<file path="src/rtl/uart_cmd_pkg.sv">
`default_nettype none
// ----------------------------------------------------------------------------
// uart_cmd_pkg: shared types, ASCII codes and keyword tables for the UART
// command controller.
// Revision: 1.0
// ----------------------------------------------------------------------------
package uart_cmd_pkg;

    typedef enum logic [2:0] {
        ST_IDLE   = 3'd0,
        ST_MATCH  = 3'd1,
        ST_DIGITS = 3'd2,
        ST_EXEC   = 3'd3,
        ST_ACK    = 3'd4
    } state_e;

    typedef enum logic [1:0] {
        CMD_RUN   = 2'd0,
        CMD_CLEAR = 2'd1,
        CMD_MODE  = 2'd2,
        CMD_SETHZ = 2'd3
    } cmd_e;

    localparam logic [7:0] ASCII_CR    = 8'h0D;
    localparam logic [7:0] ASCII_LF    = 8'h0A;
    localparam logic [7:0] ASCII_SP    = 8'h20;
    localparam logic [7:0] ASCII_COLON = 8'h3A;
    localparam logic [7:0] ASCII_ZERO  = 8'h30;
    localparam logic [7:0] ASCII_NINE  = 8'h39;
    localparam logic [7:0] ASCII_K     = 8'h4B;
    localparam logic [7:0] ASCII_E     = 8'h45;

    // Keywords are left-justified in 40 bits so character i is always byte i.
    localparam logic [39:0] KW_RUN   = {"run", 16'h0000};
    localparam logic [39:0] KW_CLEAR = "clear";
    localparam logic [39:0] KW_MODE  = {"mode", 8'h00};
    localparam logic [39:0] KW_SETHZ = "sethz";

    localparam logic [2:0] KW_RUN_LEN   = 3'd3;
    localparam logic [2:0] KW_CLEAR_LEN = 3'd5;
    localparam logic [2:0] KW_MODE_LEN  = 3'd4;
    localparam logic [2:0] KW_SETHZ_LEN = 3'd5;

    function automatic logic [7:0] kw_char(input cmd_e c, input logic [2:0] i);
        logic [39:0] kw;
        case (c)
            CMD_RUN:   kw = KW_RUN;
            CMD_CLEAR: kw = KW_CLEAR;
            CMD_MODE:  kw = KW_MODE;
            default:   kw = KW_SETHZ;
        endcase
        case (i)
            3'd0:    kw_char = kw[39:32];
            3'd1:    kw_char = kw[31:24];
            3'd2:    kw_char = kw[23:16];
            3'd3:    kw_char = kw[15:8];
            default: kw_char = kw[7:0];
        endcase
    endfunction

    function automatic logic [2:0] kw_last(input cmd_e c);
        case (c)
            CMD_RUN:   kw_last = KW_RUN_LEN - 3'd1;
            CMD_CLEAR: kw_last = KW_CLEAR_LEN - 3'd1;
            CMD_MODE:  kw_last = KW_MODE_LEN - 3'd1;
            default:   kw_last = KW_SETHZ_LEN - 3'd1;
        endcase
    endfunction

endpackage
`default_nettype wire

</file>
<file path="src/rtl/cmd_timeout_cnt.sv">
`default_nettype none
// ----------------------------------------------------------------------------
// cmd_timeout_cnt: inter-character timeout; expired fires in the cycle the
// count of enabled cycles reaches TIMEOUT_CLKS.
// Revision: 1.0
// ----------------------------------------------------------------------------
module cmd_timeout_cnt #(
    parameter int unsigned TIMEOUT_CLKS = 10_000_000
) (
    input  logic clk,
    input  logic rst,
    input  logic clr,
    input  logic en,
    output logic expired
);

    localparam int unsigned    CW      = $clog2(TIMEOUT_CLKS + 1);
    localparam logic [CW-1:0]  CNT_END = CW'(TIMEOUT_CLKS - 1);

    logic [CW-1:0] cnt_q;

    assign expired = en && (cnt_q == CNT_END);

    always_ff @(posedge clk) begin
        if (rst || clr) begin
            cnt_q <= '0;
        end else if (en && !expired) begin
            cnt_q <= cnt_q + CW'(1);
        end
    end

endmodule
`default_nettype wire

</file>
<file path="src/rtl/uart_cmd_ctrl.sv">
`default_nettype none
// ----------------------------------------------------------------------------
// uart_cmd_ctrl: parses ASCII commands from an RX FIFO, drives counter control
// pulses and acknowledges each command with 'K' or 'E' into a TX FIFO.
// Revision: 1.0
// ----------------------------------------------------------------------------
module uart_cmd_ctrl #(
    parameter int unsigned TIMEOUT_CLKS = 10_000_000,
    parameter int unsigned MAX_HZ       = 100_000,
    parameter int unsigned DEF_HZ       = 100
) (
    input  logic        clk,
    input  logic        rst,
    input  logic        rx_empty,
    input  logic [7:0]  rx_rdata,
    output logic        rx_pop,
    input  logic        tx_full,
    output logic        tx_push,
    output logic [7:0]  tx_wdata,
    output logic        cmd_run,
    output logic        cmd_clear,
    output logic        cmd_mode,
    output logic [16:0] hz_value,
    output logic        hz_load,
    output logic        busy
);

    import uart_cmd_pkg::*;

    localparam logic [19:0] MAX_ACC  = 20'(MAX_HZ);
    localparam logic [16:0] HZ_RESET = 17'(DEF_HZ);

    state_e      state_q;
    cmd_e        cmd_q;
    logic [2:0]  idx_q;
    logic [19:0] acc_q;
    logic [2:0]  ndig_q;
    logic [7:0]  tx_wdata_q;
    logic        cmd_run_q;
    logic        cmd_clear_q;
    logic        cmd_mode_q;
    logic [16:0] hz_value_q;
    logic        hz_load_q;

    logic        in_parse;
    logic        is_digit;
    logic        is_blank;
    logic [19:0] acc_d;
    logic        to_expired;

    assign in_parse = (state_q == ST_MATCH) || (state_q == ST_DIGITS);
    assign is_digit = (rx_rdata >= ASCII_ZERO) && (rx_rdata <= ASCII_NINE);
    assign is_blank = (rx_rdata == ASCII_CR) || (rx_rdata == ASCII_LF) || (rx_rdata == ASCII_SP);
    assign acc_d    = (acc_q * 20'd10) + {12'd0, (rx_rdata - ASCII_ZERO)};

    // Pop and push depend on the live FIFO flags so each byte is consumed in
    // the same cycle it is examined and the ack goes out as soon as space frees.
    assign rx_pop  = !rst && !rx_empty &&
                     ((state_q == ST_IDLE) || in_parse);
    assign tx_push = !rst && !tx_full && (state_q == ST_ACK);
    assign busy    = (state_q != ST_IDLE);

    assign tx_wdata  = tx_wdata_q;
    assign cmd_run   = cmd_run_q;
    assign cmd_clear = cmd_clear_q;
    assign cmd_mode  = cmd_mode_q;
    assign hz_value  = hz_value_q;
    assign hz_load   = hz_load_q;

    cmd_timeout_cnt #(
        .TIMEOUT_CLKS (TIMEOUT_CLKS)
    ) u_timeout (
        .clk     (clk),
        .rst     (rst),
        .clr     (rx_pop || !in_parse),
        .en      (in_parse && rx_empty),
        .expired (to_expired)
    );

    always_ff @(posedge clk) begin
        if (rst) begin
            state_q     <= ST_IDLE;
            cmd_q       <= CMD_RUN;
            idx_q       <= 3'd0;
            acc_q       <= 20'd0;
            ndig_q      <= 3'd0;
            tx_wdata_q  <= 8'd0;
            cmd_run_q   <= 1'b0;
            cmd_clear_q <= 1'b0;
            cmd_mode_q  <= 1'b0;
            hz_value_q  <= HZ_RESET;
            hz_load_q   <= 1'b0;
        end else begin
            cmd_run_q   <= 1'b0;
            cmd_clear_q <= 1'b0;
            cmd_mode_q  <= 1'b0;
            hz_load_q   <= 1'b0;

            case (state_q)
                ST_IDLE: begin
                    if (!rx_empty) begin
                        if (rx_rdata == KW_RUN[39:32]) begin
                            cmd_q   <= CMD_RUN;
                            idx_q   <= 3'd1;
                            state_q <= ST_MATCH;
                        end else if (rx_rdata == KW_CLEAR[39:32]) begin
                            cmd_q   <= CMD_CLEAR;
                            idx_q   <= 3'd1;
                            state_q <= ST_MATCH;
                        end else if (rx_rdata == KW_MODE[39:32]) begin
                            cmd_q   <= CMD_MODE;
                            idx_q   <= 3'd1;
                            state_q <= ST_MATCH;
                        end else if (rx_rdata == KW_SETHZ[39:32]) begin
                            cmd_q   <= CMD_SETHZ;
                            idx_q   <= 3'd1;
                            state_q <= ST_MATCH;
                        end else if (!is_blank) begin
                            tx_wdata_q <= ASCII_E;
                            state_q    <= ST_ACK;
                        end
                    end
                end

                ST_MATCH: begin
                    if (to_expired) begin
                        tx_wdata_q <= ASCII_E;
                        state_q    <= ST_ACK;
                    end else if (!rx_empty) begin
                        if (rx_rdata != kw_char(cmd_q, idx_q)) begin
                            tx_wdata_q <= ASCII_E;
                            state_q    <= ST_ACK;
                        end else if (idx_q != kw_last(cmd_q)) begin
                            idx_q <= idx_q + 3'd1;
                        end else if (cmd_q == CMD_SETHZ) begin
                            acc_q   <= 20'd0;
                            ndig_q  <= 3'd0;
                            state_q <= ST_DIGITS;
                        end else begin
                            cmd_run_q   <= (cmd_q == CMD_RUN);
                            cmd_clear_q <= (cmd_q == CMD_CLEAR);
                            cmd_mode_q  <= (cmd_q == CMD_MODE);
                            state_q     <= ST_EXEC;
                        end
                    end
                end

                ST_DIGITS: begin
                    if (to_expired) begin
                        tx_wdata_q <= ASCII_E;
                        state_q    <= ST_ACK;
                    end else if (!rx_empty) begin
                        if (is_digit) begin
                            if (ndig_q == 3'd6) begin
                                tx_wdata_q <= ASCII_E;
                                state_q    <= ST_ACK;
                            end else begin
                                acc_q  <= acc_d;
                                ndig_q <= ndig_q + 3'd1;
                            end
                        end else if (rx_rdata == ASCII_COLON) begin
                            if ((ndig_q == 3'd0) || (acc_q == 20'd0) || (acc_q > MAX_ACC)) begin
                                tx_wdata_q <= ASCII_E;
                                state_q    <= ST_ACK;
                            end else begin
                                hz_value_q <= acc_q[16:0];
                                hz_load_q  <= 1'b1;
                                state_q    <= ST_EXEC;
                            end
                        end else begin
                            tx_wdata_q <= ASCII_E;
                            state_q    <= ST_ACK;
                        end
                    end
                end

                ST_EXEC: begin
                    tx_wdata_q <= ASCII_K;
                    state_q    <= ST_ACK;
                end

                ST_ACK: begin
                    if (!tx_full) begin
                        state_q <= ST_IDLE;
                    end
                end

                default: begin
                    state_q <= ST_IDLE;
                end
            endcase
        end
    end

endmodule
`default_nettype wire

</file>
<file path="config.mk">
export PLATFORM = sky130hd
export DESIGN_NAME = uart_cmd_ctrl
export DESIGN_NICKNAME = d
export VERILOG_FILES = /design/src/rtl/uart_cmd_pkg.sv /design/src/rtl/cmd_timeout_cnt.sv /design/src/rtl/uart_cmd_ctrl.sv
export SDC_FILE = /design/constraint.sdc
export NUM_CORES = 1
export LEC_CHECK = 0
export BUFFER_PORTS_ARGS = -buffer_cell sky130_fd_sc_hd__buf_2
export CORE_MARGIN = 1.5
export CORE_UTILIZATION = 35
export CTS_BUF_LIST = sky130_fd_sc_hd__clkbuf_2
export DETAILED_ROUTE_END_ITERATION = 12
export GPL_TIMING_DRIVEN = 0
export PLACE_DENSITY = 0.53
export REMOVE_ABC_BUFFERS = 1
export SLEW_MARGIN = 20
export SYNTH_ARGS = -nofsm -noshare
export SYNTH_HDL_FRONTEND = slang
export SYNTH_HIERARCHICAL = 1
export SYNTH_SLANG_ARGS = --single-unit
</file>
<file path="constraint.sdc">
create_clock -name clk -period 4.1 [get_ports clk]
set_input_delay 0.41 -clock clk [delete_from_list [all_inputs] [get_ports clk]]
set_output_delay 0.41 -clock clk [all_outputs]
set_load 0.1 [all_outputs]
</file>
==> results of run 1 <==
worst max-delay path: stages (launching register included):
cell     delay [ns]
dfxtp_1        0.39
or4b_2         0.66
or4_1          0.56
nor3_2         0.42
nor2b_1        0.14
and4b_1        0.23
a41oi_4        0.59
buf_8          0.25
nor4_1         0.07
a31o_2         0.25
worst min-delay path by stage:
stage | to | cells after the start | slack (ns)
after floorplan | acc_q[19] | 2 | 0.45
after global placement | hz_value[6] | 2 | 0.46
after detailed placement | hz_value[5] | 2 | 0.46
after CTS | state_q[2] | 3 | 0.05
after global routing | state_q[2] | 3 | 0.09
final | state_q[2] | 3 | 0.1
layer usage:
layer | GRT usage | up-vias | share of wire
li1 | - | 2511 | -
met1 | 0.208 | 2343 | 0.47
met2 | 0.285 | 58 | 0.49
met3 | 0.0230 | 14 | 0.023
met4 | 0.0660 | 0 | 0.019
met5 | 0 | - | 0
per-stage QoR:
stage,hold slack [ns],util,instance area [um2]
after detailed placement,0.464,0.377,5950
after global routing,0.0877,0.386,6080
final,0.0980,0.386,6080
after floorplan,0.450,-,5460
after global placement,0.458,0.376,5930
after CTS,0.0548,0.385,6070
state kept, by name, summed over array words and instances, names as in the netlist:
name	flops
u_timeout/cnt_q	24
ndig_q	3
state_q	3
hz_value	17
cmd_run	1
cmd_q	2
cmd_clear	1
cmd_mode	1
acc_q	20
hz_load	1
tx_wdata	3
idx_q	3
power groups by stage:
stage | Clock (uW) | Sequential, uW | Combinational, uW
2_1_floorplan | 0 | 818 | 83.3
3_3_place_gp | 0 | 796 | 146
3_5_place_dp | 0 | 796 | 148
4_1_cts | 463 | 782 | 148
5_1_grt | 485 | 784 | 161
6_report | 441 | 782 | 148
cells in the mapped netlist, types with 9 or more instances:
library cell / number / area (um2)
nand3_1: 24 / 120
mux2i_1: 20 / 200
clkbuf_1: 17 / 63.8
nor3_1: 22 / 110
xor2_1: 24 / 210
a21oi_1: 49 / 245
ha_1: 58 / 726
xnor2_1: 31 / 272
nand4_1: 13 / 81.3
nor4_1: 12 / 75.1
or3_1: 16 / 100
nand2_1: 42 / 158
inv_1: 31 / 116
nor2_1: 79 / 297
dfxtp_1: 79 / 1580
o21ai_0: 19 / 95.1
a21o_1: 9 / 67.6
layout make-up:
class | count | area share
antenna | 1 | 0.000412
inverter | 31 | 0.0191
timing repair buffer | 41 | 0.0354
clock buffer | 11 | 0.00906
multi-input combinational | 545 | 0.622
clock inverter | 5 | 0.00967
sequential | 79 | 0.260
tap | 216 | 0.0445
cells by family (layout without fill, tap and decap cells):
logic type      after synthesis  in the layout  synth area share
compound gates              143            143             0.169
xor+xnor                     55             55            0.0857
fa+ha+maj                    60             60             0.136
buf+inv                      64             88            0.0516
flops                        79             79             0.281
mux                          20             20            0.0356
other cells                   1              4          0.000667
simple gates                264            264             0.240
timing repair:
item / CTS / global route
gates resized for setup: 0 / 2
hold buffers: 0 / 0
endpoints found under the setup margin: 0 / 44
==> impl_metrics.csv, run 1 <==
group,metric,value,unit
global_routing,grt_max_degree,50,
drt,avgRoutedWirePerCell,14.1,um
sta,period_share,0.890,
cts,root_buffer,"clkbuf_2",
worst_setup_path,rrSetupSlack,0.45,ns
placed_design,pre_cts_slack,0.122,ns
cells_and_area,regArea,1580,um2
cells_and_area,layout.nets,779,
global_routing,antenna_found_initial,1,
worst_setup_path,cp-endpoint,"acc_q[15]",
worst_setup_path,regToRegEndpoint,"acc_q[15]",
floorplan,ios,44,
yosys,synth_area,5620,um2
worst_setup_path,cp.arrival,4.16,ns
yosys,yosysSeqAreaShare,0.281,
yosys,synth_cells,686,
drt,first_iter_violations,315,
sta,timing.fmax,274,MHz
sta,skew,0.0268,ns
sta,setup_viol,0,
drt,drt_first_pass_iters,6,
yosys,avgSynthCellArea,8.20,um2
global_routing,grt_pass1_vias,4580,
floorplan,die_y,130,um
placed_design,io_buffer_count,40,
power,comb_power_share,0.108,
drt,vias_per_cell,5.30,
floorplan,die_width,130,um
cts,cts_tree,"yes",
cts,clock_sinks,79,
global_routing,grt_pass1_wl,22100,um
worst_setup_path,cp-start-kind,"register",
worst_setup_path,worstPathRequired,4.61,ns
floorplan,rows,46,
placed_design,post-place-cells,912,
cells_and_area,instances_no_fill,929,
floorplan,die-area,16800,um2
placed_design,place.gp.congestion,0.865,
worst_setup_path,crit_type,"register to register",
power,intPower,955,uW
cells_and_area,final_cell_mix,"79 x nor2_1, 79 x dfxtp_1, 58 x ha_1",
yosys,synth-seq-cells,79,
yosys,yosysWarnings,6,
power,seqPwrFrac,0.570,
power,netSwitchingFraction,0.303,
sta,final_max_slew_viol_count,0,
drt,vias,4926,
cts,cts_setup_buffers,0,
power,clkPwrFrac,0.322,
sta,tightest_slew,1.05,ns
drt,antenna_left,0,
cells_and_area,final.fill_count,1702,
worst_hold_path,min_path_type,"primary input to register",
sta,final-hold-violation-count,0,
cells_and_area,layout-drive-gt1-share,0.105,
cts,worst_skew_pair.late_latency,0.58,ns
floorplan,start_util,0.357,
sta,rsz0062_at_grt,"no",
cells_and_area,multi_input_area,3780,um2
floorplan,core-area,15800,um2
power,leakage,0.00256,uW
run_status,status,"complete, no violations",
sta,maxSlewHeadroom,0.302,
power,totalPowerFinal,1370,uW
yosys,ys_types,70,
job,maxCapViolations,0,
worst_hold_path,min_from,"tx_full",
power,vdd_drop_max,0.107,mV
worst_setup_path,crit_fanout,21,
worst_setup_path,crit_start,"u_timeout/cnt_q[13]",
yosys,synth-edff-count,0,
sta,finalWorstSetupSlack,0.451,ns
worst_setup_path,endpoint_kind,"register",
sta,layout_min_cycle_time,3.65,ns
global_routing,gr-total-overflow,0,
global_routing,gr-usage-all-layers,0.165,
cts,cts_inserted_buffers,9,
placed_design,hpwl,9860,um
cts,cts_max_level,3,
cts,cts_buffer_depth,2,
drt,route.detailed.drc,0,
power,power_density,226,nW/um2
sta,tns,0,ns
cells_and_area,area_growth,8.12,%
drt,wl,13100,um
worst_setup_path,reg2reg_from,"u_timeout/cnt_q[13]",
cts,clkTransAtPathRegs,0.22,ns
yosys,async_flop_share,0,
power,switchingPower,416,uW
yosys,synth_ff_type,"dfxtp_1",
worst_setup_path,r2r_cells,9,
No activity file was read; power rests on OpenSTA's default activity.
==> inputs of run 2 (changes only) <==
Settings changed: PLACE_DENSITY 0.53 to default.
==> impl_metrics.csv, run 2 (synthesized netlist as in run 1, its figures left out) <==
group,metric,value,unit
run_status,status,"complete, no violations",
worst_setup_path,regToRegEndpoint,"acc_q[15]",
placed_design,io_buffer_count,40,
worst_setup_path,crit_fanout,21,
power,power_density,223,nW/um2
global_routing,grt_max_degree,50,
cts,clock_sinks,79,
worst_setup_path,cp.arrival,4.38,ns
cells_and_area,max_flop_register,"u_timeout/cnt_q",
cells_and_area,layout.nets,779,
floorplan,die_y,130,um
cts,cts_max_level,3,
worst_setup_path,endpoint_kind,"register",
cts,cts_buffer_depth,2,
sta,finalWorstSetupSlack,0.245,ns
power,vdd_drop_max,0.102,mV
placed_design,place.gp.congestion,0.820,
worst_setup_path,rrSetupSlack,0.24,ns
placed_design,pre_cts_slack,-0.0245,ns
sta,setup_viol,0,
drt,drt_first_pass_iters,4,
sta,tns,0,ns
sta,timing.fmax,259,MHz
worst_setup_path,worstPathRequired,4.63,ns
sta,period_share,0.940,
worst_setup_path,r2r_cells,9,
sta,tightest_slew,1.06,ns
global_routing,grt_pass1_vias,4420,
worst_hold_path,min_from,"tx_full",
cts,worst_skew_pair.late_latency,0.60,ns
sta,rsz0062_at_grt,"no",
drt,vias_per_cell,5.13,
cells_and_area,final_cell_mix,"79 x nor2_1, 79 x dfxtp_1, 58 x ha_1",
sta,final-hold-violation-count,0,
power,leakage,0.00255,uW
placed_design,hpwl,9380,um
floorplan,die_width,130,um
global_routing,gr-total-overflow,0,
sta,layout_min_cycle_time,3.86,ns
floorplan,rows,46,
cts,cts_hold_buf,0,
drt,vias,4769,
floorplan,ios,44,
floorplan,core-area,15800,um2
cts,cts_setup_buffers,0,
cts,clkTransAtPathRegs,0.24,ns
cts,cts_inserted_buffers,9,
cts,root_buffer,"clkbuf_2",
job,maxCapViolations,0,
drt,wl,12900,um
floorplan,start_util,0.357,
sta,maxSlewHeadroom,0.291,
drt,avgRoutedWirePerCell,13.9,um
drt,route.detailed.drc,0,
worst_setup_path,cp-start-kind,"register",
cells_and_area,largest_register_ffs,24,
global_routing,grt_pass1_wl,21600,um
drt,antenna_left,0,
sta,final_max_slew_viol_count,0,
worst_setup_path,crit_type,"register to register",
drt,first_iter_violations,382,
cells_and_area,area_growth,8.01,%
cts,cts_tree,"yes",
worst_hold_path,min_path_type,"primary input to register",
worst_hold_path,min_to,"state_q[2]",
global_routing,antenna_found_initial,0,
worst_setup_path,reg2reg_from,"u_timeout/cnt_q[13]",
global_routing,gr-usage-all-layers,0.160,
worst_hold_path,whs_path_depth,3,
sta,skew,0.0256,ns
floorplan,die-area,16800,um2
sta,whs,0.0737,ns
cells_and_area,layout-drive-gt1-share,0.107,
[run 2: cell count changes in the layout (fill, tap and decap cells not counted)]
| cell | change |
|---|---|
| clkinv_1 | -1 |
| clkinv_4 | -2 |
| inv_6 | +2 |
| inv_8 | +2 |
| clkinvlp_4 | +2 |
| bufinv_16 | -1 |
| clkbuf_2 | -2 |
[run 2: routing by layer]
metal	up-vias	GRT usage	routed length, um
met5	-	0	0
met4	0	0.0464	169
met3	13	0.0303	432
met2	62	0.272	6090
met1	2181	0.208	6220
li1	2513	-	-
[run 2: worst max path at each step]
stage / start / end / slack [ns]
6_report: u_timeout/cnt_q[13] / acc_q[15] / 0.24
5_1_grt: u_timeout/cnt_q[11] / acc_q[15] / 0.02
4_1_cts: u_timeout/cnt_q[13] / tx_wdata[3] / 0.12
3_5_place_dp: state_q[0] / tx_wdata[3] / -0.02
3_3_place_gp: state_q[0] / acc_q[2] / -0.39
2_1_floorplan: state_q[0] / u_timeout/cnt_q[3] / -2.16
[run 2: power by group]
group	total, uW	switching [uW]	internal, uW
clock network	423	331	92.2
logic	149	114	35.6
registers	783	8.17	775
total	1360	453	903
[run 2: repair_timing]
item / CTS / global route
gates cloned: 0 / 0
pin swaps: 0 / 0
endpoints found under the setup margin: 1 / 2
gates resized for setup: 1 / 1
[run 2: area by class of cell]
type                       instances  area [um2]
antenna                            1        2.50
clock buffer                       9        45.0
clock inverter                     7        62.6
fill                            1681        9700
inverter                          31         116
multi-input combinational        545        3780
sequential                        79        1580
tap                              216         270
timing repair buffer              41         215
[run 2: worst max-delay path, cell delays in order, from the launching register on]
cell and delay (ns):
dfxtp_1 0.40, or4b_2 0.67, or4_1 0.56, nor3_1 0.58, nor2b_1 0.18, and4b_1 0.25, a41oi_4 0.59, buf_8 0.25
nor4_1 0.07, a31o_2 0.25
[run 2: stage by stage]
stage | util | std cells | cell area (um2) | power, uW
6_report | 0.385 | 929 | 6070 | 1360
5_1_grt | 0.385 | 928 | 6070 | 1420
4_1_cts | 0.385 | 928 | 6070 | 1380
3_5_place_dp | 0.377 | 912 | 5950 | 946
3_3_place_gp | 0.376 | 911 | 5930 | 945
2_1_floorplan | - | 655 | 5460 | 902
